### config.mk
export PLATFORM = sky130hd
export DESIGN_NAME = buzzer_scheduler
export DESIGN_NICKNAME = d
export VERILOG_FILES = /design/src/rtl/buzzer_scheduler.sv
export SDC_FILE = /design/constraint.sdc
export NUM_CORES = 1
export LEC_CHECK = 0
export CORE_MARGIN = 4
export CORE_UTILIZATION = 32
export CTS_CLUSTER_DIAMETER = 100
export DETAILED_ROUTE_END_ITERATION = 10
export SYNTH_ARGS = -nofsm -noshare
export SYNTH_HDL_FRONTEND = slang
export SYNTH_SLANG_ARGS = --single-unit
### constraint.sdc
create_clock -name CLK -period 2.43 [get_ports CLK]
set_input_delay 0.486 -clock CLK [delete_from_list [all_inputs] [get_ports CLK]]
set_output_delay 0.486 -clock CLK [all_outputs]
set_load 0.05 [all_outputs]
### src/rtl/buzzer_scheduler.sv
// Buzzer scheduler: arbitrates alarm > chime > key demands and sequences tone on/off phases.
// Define BUZZER_SCHED_KEYCLICK_EN to compile in the key-click state.
module buzzer_scheduler #(
    parameter logic [23:0] HALF_CYCLES  = 24'd12000000,
    parameter logic [21:0] KEY_CYCLES   = 22'd2400000,
    parameter logic [6:0]  ALARM_HALVES = 7'd60
) (
    input  logic       CLK,
    input  logic       RST,
    input  logic       alarm_req,
    input  logic       alarm_ack,
    input  logic       chime_req,
    input  logic [3:0] chime_count,
    input  logic       key_req,
    output logic       tone_en,
    output logic [1:0] tone_sel,
    output logic       busy,
    output logic       alarm_active
);

    typedef enum logic [2:0] {
        IDLE      = 3'd0,
`ifdef BUZZER_SCHED_KEYCLICK_EN
        KEY       = 3'd1,
`endif
        CHIME_ON  = 3'd2,
        CHIME_OFF = 3'd3,
        ALARM_ON  = 3'd4,
        ALARM_OFF = 3'd5
    } state_t;

    localparam logic [23:0] HALF_LAST = HALF_CYCLES - 24'd1;
    localparam logic [6:0]  AL_LAST   = ALARM_HALVES - 7'd1;
`ifdef BUZZER_SCHED_KEYCLICK_EN
    localparam logic [23:0] KEY_LAST  = {2'b00, KEY_CYCLES} - 24'd1;
`else
    logic key_unused;
    assign key_unused = key_req | (KEY_CYCLES == 22'd0);
`endif

    state_t      state, state_nx;
    logic [23:0] ph_cnt;
    logic [6:0]  al_cnt, al_cnt_nx;
    logic [3:0]  beep_left, beep_left_nx;
    logic [3:0]  pend_n, pend_n_nx;
    logic        pend, pend_nx;
    logic        armed, armed_nx;
    logic        tone_en_nx, busy_nx, alarm_active_nx;
    logic [1:0]  tone_sel_nx;

    logic       chime_hit, alarm_go, half_end, in_alarm;
    logic [3:0] chime_clamped;

    assign chime_hit     = chime_req && (chime_count != 4'd0);
    assign chime_clamped = (chime_count > 4'd12) ? 4'd12 : chime_count;
    assign alarm_go      = alarm_req && armed;
    assign half_end      = (ph_cnt == HALF_LAST);
    assign in_alarm      = (state == ALARM_ON) || (state == ALARM_OFF);

    always_comb begin
        state_nx     = state;
        al_cnt_nx    = al_cnt;
        beep_left_nx = beep_left;
        pend_nx      = pend;
        pend_n_nx    = pend_n;
        armed_nx     = armed;
        if (chime_hit) begin
            pend_nx   = 1'b1;
            pend_n_nx = chime_clamped;
        end
        // Alarm entry drops whatever chime was queued or playing, except a request in this very cycle.
        if (!in_alarm && alarm_go) begin
            state_nx  = ALARM_ON;
            al_cnt_nx = 7'd0;
            pend_nx   = chime_hit;
        end else begin
            case (state)
                IDLE: begin
                    if (chime_hit) begin
                        state_nx     = CHIME_ON;
                        beep_left_nx = chime_clamped;
                        pend_nx      = 1'b0;
                    end else if (pend) begin
                        state_nx     = CHIME_ON;
                        beep_left_nx = pend_n;
                        pend_nx      = 1'b0;
                    end
`ifdef BUZZER_SCHED_KEYCLICK_EN
                    else if (key_req) begin
                        state_nx = KEY;
                    end
`endif
                end
`ifdef BUZZER_SCHED_KEYCLICK_EN
                KEY: begin
                    if (ph_cnt == KEY_LAST) state_nx = IDLE;
                end
`endif
                CHIME_ON: begin
                    if (half_end) state_nx = CHIME_OFF;
                end
                CHIME_OFF: begin
                    if (half_end) begin
                        if (beep_left > 4'd1) begin
                            state_nx     = CHIME_ON;
                            beep_left_nx = beep_left - 4'd1;
                        end else begin
                            state_nx = IDLE;
                        end
                    end
                end
                ALARM_ON, ALARM_OFF: begin
                    if (alarm_ack) begin
                        state_nx = IDLE;
                        armed_nx = 1'b0;
                    end else if (!alarm_req) begin
                        state_nx = IDLE;
                    end else if (half_end) begin
                        if (al_cnt == AL_LAST) begin
                            state_nx = IDLE;
                            armed_nx = 1'b0;
                        end else begin
                            state_nx  = (state == ALARM_ON) ? ALARM_OFF : ALARM_ON;
                            al_cnt_nx = al_cnt + 7'd1;
                        end
                    end
                end
                default: state_nx = IDLE;
            endcase
        end
        // Re-arming needs alarm_req to drop, so a held time-up cannot retrigger.
        if (!alarm_req) armed_nx = 1'b1;
    end

    always_comb begin
        tone_en_nx      = 1'b0;
        tone_sel_nx     = 2'd0;
        busy_nx         = (state_nx != IDLE);
        alarm_active_nx = (state_nx == ALARM_ON) || (state_nx == ALARM_OFF);
        case (state_nx)
`ifdef BUZZER_SCHED_KEYCLICK_EN
            KEY: begin
                tone_en_nx  = 1'b1;
                tone_sel_nx = 2'd3;
            end
`endif
            CHIME_ON: begin
                tone_en_nx  = 1'b1;
                tone_sel_nx = 2'd1;
            end
            ALARM_ON: begin
                tone_en_nx  = 1'b1;
                tone_sel_nx = 2'd2;
            end
            default: ;
        endcase
    end

    always_ff @(posedge CLK) begin
        if (RST) begin
            state        <= IDLE;
            ph_cnt       <= 24'd0;
            al_cnt       <= 7'd0;
            beep_left    <= 4'd0;
            pend_n       <= 4'd0;
            pend         <= 1'b0;
            armed        <= 1'b1;
            tone_en      <= 1'b0;
            tone_sel     <= 2'd0;
            busy         <= 1'b0;
            alarm_active <= 1'b0;
        end else begin
            state     <= state_nx;
            al_cnt    <= al_cnt_nx;
            beep_left <= beep_left_nx;
            pend_n    <= pend_n_nx;
            pend      <= pend_nx;
            armed     <= armed_nx;
            if (state_nx != state) begin
                ph_cnt <= 24'd0;
            end else if (ph_cnt != 24'hFFFFFF) begin
                ph_cnt <= ph_cnt + 24'd1;
            end
            tone_en      <= tone_en_nx;
            tone_sel     <= tone_sel_nx;
            busy         <= busy_nx;
            alarm_active <= alarm_active_nx;
        end
    end

endmodule

; ---- Word-level counts from Yosys, hierarchy flattened
; Cells that the tools add are included.
[totals]
regBits = 49
word_cells = 82
[op_classes]
add_sub_neg = 3
magnitude_cmp = 2
eq_ne = 14
n_mux = 28
bitwise = 4
n_reduce_logical = 20
[op_table]
columns = cell, count
row1 = 3-bit two-way mux, 9
row2 = 24-bit by 1-bit adder with 24-bit output (second input constant), 1
row3 = 24-bit equality test (second input constant), 1
row4 = 24-bit inequality test (second input constant), 1
row5 = 4-bit two-way mux, 5
row6 = 3-bit equality test (second input constant), 4
row7 = 3-bit case mux with 4 select lines, 1
row8 = 1-bit two-way mux, 10
row9 = 5-bit AND reduction, 2
row10 = 2-bit OR reduction, 5
row11 = 3-bit by 2-bit equality test with 1-bit output (second input constant), 3
row12 = 4-bit case mux with 2 select lines, 1
row13 = 7-bit by 1-bit adder with 7-bit output (second input constant), 1
row14 = 7-bit by 6-bit equality test with 1-bit output (second input constant), 1
row15 = 2-bit nonzero test, 3
row16 = 4-bit by 1-bit > comparator with 1-bit output (second input constant), 1
row17 = 4-bit > comparator (second input constant), 1
row18 = 2-bit inequality test (second input constant), 2
row19 = 1-bit inverter, 4
row20 = 2-bit case mux with 2 select lines, 1
row21 = 4-bit AND reduction, 1
row22 = 4-bit nonzero test, 1
row23 = 4-bit by 1-bit subtractor with 4-bit output (second input constant), 1
row24 = 1-bit logical AND, 3
row25 = 7 further kinds, 8

; ---- Logic depth before layout (Yosys ltp)
[logic_depth]
depth_word = 11
ltp_mapped = 8

; ---- Least setup slack after synthesis
; No wires, ideal clock.
[synth_timing]
path_kind = register to register
start = reg ph_cnt[0]
end = reg ph_cnt[15]
setup_time_ns = 0.066
t_arrival_ns = 1.933
required_ns = 2.364
slack_ns = 0.431
stages_incl_launch_ff = 9
n_path_buf = 2
synth_period_minus_slack_ns = 1.999
path_cell_list = dfxtp_1 ha_1 and4_4 and4_4 buf_6 and2_1 buf_6 or4_4 a21oi_2
[synth_via]
elab_chain_len = 8
[synth_rtl]
columns = element, line_no
row1 = start: declaration, 42  ; logic [23:0] ph_cnt;
row2 = start signal: assignment, 182  ; ph_cnt <= ph_cnt + 24'd1;
row3 = 24-bit equality test, 57  ; assign half_end = (ph_cnt == HALF_LAST);
row4 = 3-bit two-way mux, 118  ; end else if (half_end) begin
row5 = 3-bit two-way mux, 116  ; end else if (!alarm_req) begin
row6 = 3-bit two-way mux, 113  ; if (alarm_ack) begin
row7 = 3-bit case mux with 4 select lines, 77  ; case (state)
row8 = 3-bit two-way mux, 72  ; if (!in_alarm && alarm_go) begin
row9 = 3-bit inequality test, 179  ; if (state_nx != state) begin
row10 = 2-bit OR reduction (no line), -
; Several ways; a longest one is shown, not always the timed one.
; A chain may end at the register's enable or synchronous reset.

; ---- Worst setup path after layout
[layout_timing]
start = reg al_cnt[0]
end = reg ph_cnt[2]
[layout_via]
elab_chain_len = 9
[layout_rtl]
columns = element, line_no
row1 = start: declaration, 43  ; logic [6:0] al_cnt, al_cnt_nx;
row2 = start signal: assignment, 174  ; al_cnt <= al_cnt_nx;
row3 = 7-bit by 6-bit equality test with 1-bit output, 119  ; if (al_cnt == AL_LAST) begin
row4 = 3-bit two-way mux, 119
row5 = 3-bit two-way mux, 118
row6 = 3-bit two-way mux, 116
row7 = 3-bit two-way mux, 113
row8 = 3-bit case mux with 4 select lines, 77
row9 = 3-bit two-way mux, 72
row10 = 3-bit inequality test, 179
row11 = 2-bit OR reduction (no line), -
; No other way between the ends.

==> results.tsv <==
metric	value	unit
outcome	complete, no violations	
GR Overflow Total	0	
CTS hold repair buffers	0	
WP buf/inv	1	
First-pass DRT Iterations	4	
Initial Util	0.336	
Synth top area share	0.370	
maximum vdd drop	0.240	mV
commonest non-fill, non-tap cell in the layout	dfxtp_1	
Crit path required time	2640	ps
Crit path largest cell delay	400	ps
number of distinct library cells after synthesis	62	
cell taking the most area after synthesis	dfxtp_1	
crit-path cells	ha_1 > nand4_1 > o31a_1 > a311oi_2 > o2111ai_4 > buf_12 > a211oi_1	
max_cap viols	0	
CTS root buf	clkbuf_8	
wire length per cell	13.3	microns
met2 Use GR	0.197	
Final #Nets	343	
io pins	15	
Cell Pwr Density	534	nW/um^2
ys flop type	dfxtp_1	
Tightest Hold Check Type	register to register	
#FFs+latches synth	49	
Longest Clk Path Bufs	2	
Multi-input gate area	1530	sq um
Setup crit start kind	register	
Die Y	99	microns
Worst-Skew Late Latency	300	ps
CTS Sinks	49	
Layout area overhead	15.9	%
Slowest-stage cell, CP	dfxtp_1	
Routed Antenna Nets	0	
DRT iter0 DRCs	97	
initial antenna violation count	0	
top cells by area, synth	dfxtp_1, nor2_1, xnor2_1	
share of layout cells above drive strength 1	0.130	
std cell rows	32	
met1 Track Usage GR	0.162	
Port Buf Inserts	13	
fin crit share	0.872	
Antenna Cells	0	
most used routing layer	met2	
Die X	99	microns
Leak	1.05	nW
setup TNS	0	ps
RSZ-0062 raised after global routing	no	
register area	981	sq um
Cell Area, Synth	2650	sq um
Remaining DRCs	0	
GP Congestion	0.795	
final hold violations	0	
gr usage total	0.121	
crit-path leading delay family	compound AO/OA/AOI/OAI gates	
Fillers	788	
reg2reg start	al_cnt[0]$_SDFFE_PP0P_	
total number of vias	2315	
Crit Path Max Fanout	24	
Slew HR	0.655	
Synth async-reset ratio	0	
first-pass GRT wire length	10100	microns
syn nets	319	
routing usage on met3	0.0255	
Die Area	9800	sq um
# H-tree levels	2	
DP Cell Count	424	
leading cell types in the layout, fill and taps excluded	dfxtp_1, nor2_1, nand2_1, buf_4, nor3_1	
fin crit period	2120	ps
Slew @ Worst Pin	517	ps
CP Launch Point	al_cnt[0]$_SDFFE_PP0P_	
CTS Buf Count	5	
HPWL after DPL	4220	microns
post-route insts no fill	432	
Setup Buffers After CTS	0	
CTS resizes	0	
Post-Route WL	5760	microns
Mapped Cells	305	
largest net degree at the start of global routing	25	
Post-synth EDFFs	0	
CTS tree	done	
Vias/cell	5.36	
Final Skew	7.81	ps
register area share after synthesis	0.370	
kind of critical path	register to register	
# setup viols final	0	
Avg Inst Size Synth	8.69	sq um
Synth warnings	0	
CP endpoint kind	register	
Slew Limit Fails	0	
critical path arrival	2330	ps
vias in the first global route	2223	
core region area	7890	sq um
HP Start	beep_left[1]$_SDFFE_PP0P_	
Max Fclk	0.472	GHz
Worst-path clk slew	90	ps
-- tightest hold or removal path: cells and delay by family (launching register included) --
| family | cells | cell delay (ps) |
|---|---|---|
| flops | 1 | 340 |
| simple gates | 1 | 60 |
| mux | 1 | 50 |
-- path summary, 6_finish.rpt --
kind                                     to  slack (ps)  cells past startpoint
setup / recovery     ph_cnt[2]$_SDFFE_PP0P_         310                      7
hold reg to reg   beep_left[1]$_SDFFE_PP0P_         490                      2
setup reg to reg     ph_cnt[2]$_SDFFE_PP0P_         310                      7
hold / removal    beep_left[1]$_SDFFE_PP0P_         490                      2
-- through the flow --
stage	total power [mW]	worst slack (ps)	utilization	area [sq um]	hold slack [ps]
global placement	1.05	18.6	0.375	2950	472
detailed placement	1.05	9.04	0.375	2950	480
finish	1.64	311	0.389	3070	492
global route	1.72	146	0.389	3070	526
floorplan	0.975	431	-	2650	452
CTS	1.66	302	0.389	3070	493
-- kinds of logic after synthesis --
logic type	after synthesis	share of synthesized area
buffers and inverters	23	0.0524
AO/OA/AOI/OAI	68	0.195
adder cells (fa/ha/maj)	4	0.0189
flip-flops	49	0.370
XOR/XNOR	17	0.0562
AND/OR/NAND/NOR	139	0.286
multiplexers	5	0.0217
-- power by group --
part	switching (mW)	internal [mW]	total, mW
clock	0.270	0.336	0.606
sequential	0.0142	0.822	0.836
combinational	0.110	0.0870	0.197
-- layer usage --
layer	up-vias	share of wire
met5	-	0
met4	0	0.010
met3	7	0.039
met2	43	0.47
met1	1076	0.48
li1	1189	-
-- cell usage after synthesis (2+ instances only) --
| library cell | number |
|---|---|
| a211oi_1 | 5 |
| a21oi_1 | 14 |
| a22oi_1 | 2 |
| a311oi_1 | 3 |
| a31oi_1 | 5 |
| a41o_1 | 3 |
| and2_1 | 7 |
| and3_1 | 5 |
| and4_1 | 5 |
| and4_4 | 3 |
| buf_6 | 7 |
| clkbuf_1 | 8 |
| dfxtp_1 | 49 |
| ha_1 | 4 |
| inv_1 | 8 |
| mux2_1 | 2 |
| mux2i_1 | 2 |
| nand2_1 | 18 |
| nand2b_1 | 2 |
| nand3_1 | 11 |
| nand4_1 | 14 |
| nor2_1 | 37 |
| nor2b_1 | 2 |
| nor3_1 | 15 |
| nor4_1 | 3 |
| o21ai_0 | 9 |
| o31a_1 | 2 |
| o31ai_1 | 7 |
| o32ai_1 | 2 |
| or3_1 | 3 |
| or3_2 | 2 |
| xnor2_1 | 12 |
| xor2_1 | 5 |
-- layout make-up --
type,count,area share
Timing Repair Buffer,32,0.0929
Clock buffer,7,0.0281
Tap cell,102,0.0416
Clock inverter,1,0.00978
Sequential cell,49,0.319
Inverter,8,0.00978
Multi-Input combinational cell,233,0.498
-- sequential cells by signal, indices dropped and copies added (netlist names) --
register,cells
ph_cnt,24
al_cnt,7
beep_left,4
pend_n,4
state,3
tone_sel,2
alarm_active,1
armed,1
busy,1
pend,1
tone_en,1
Note: power is estimated with default switching activity, not from simulation.
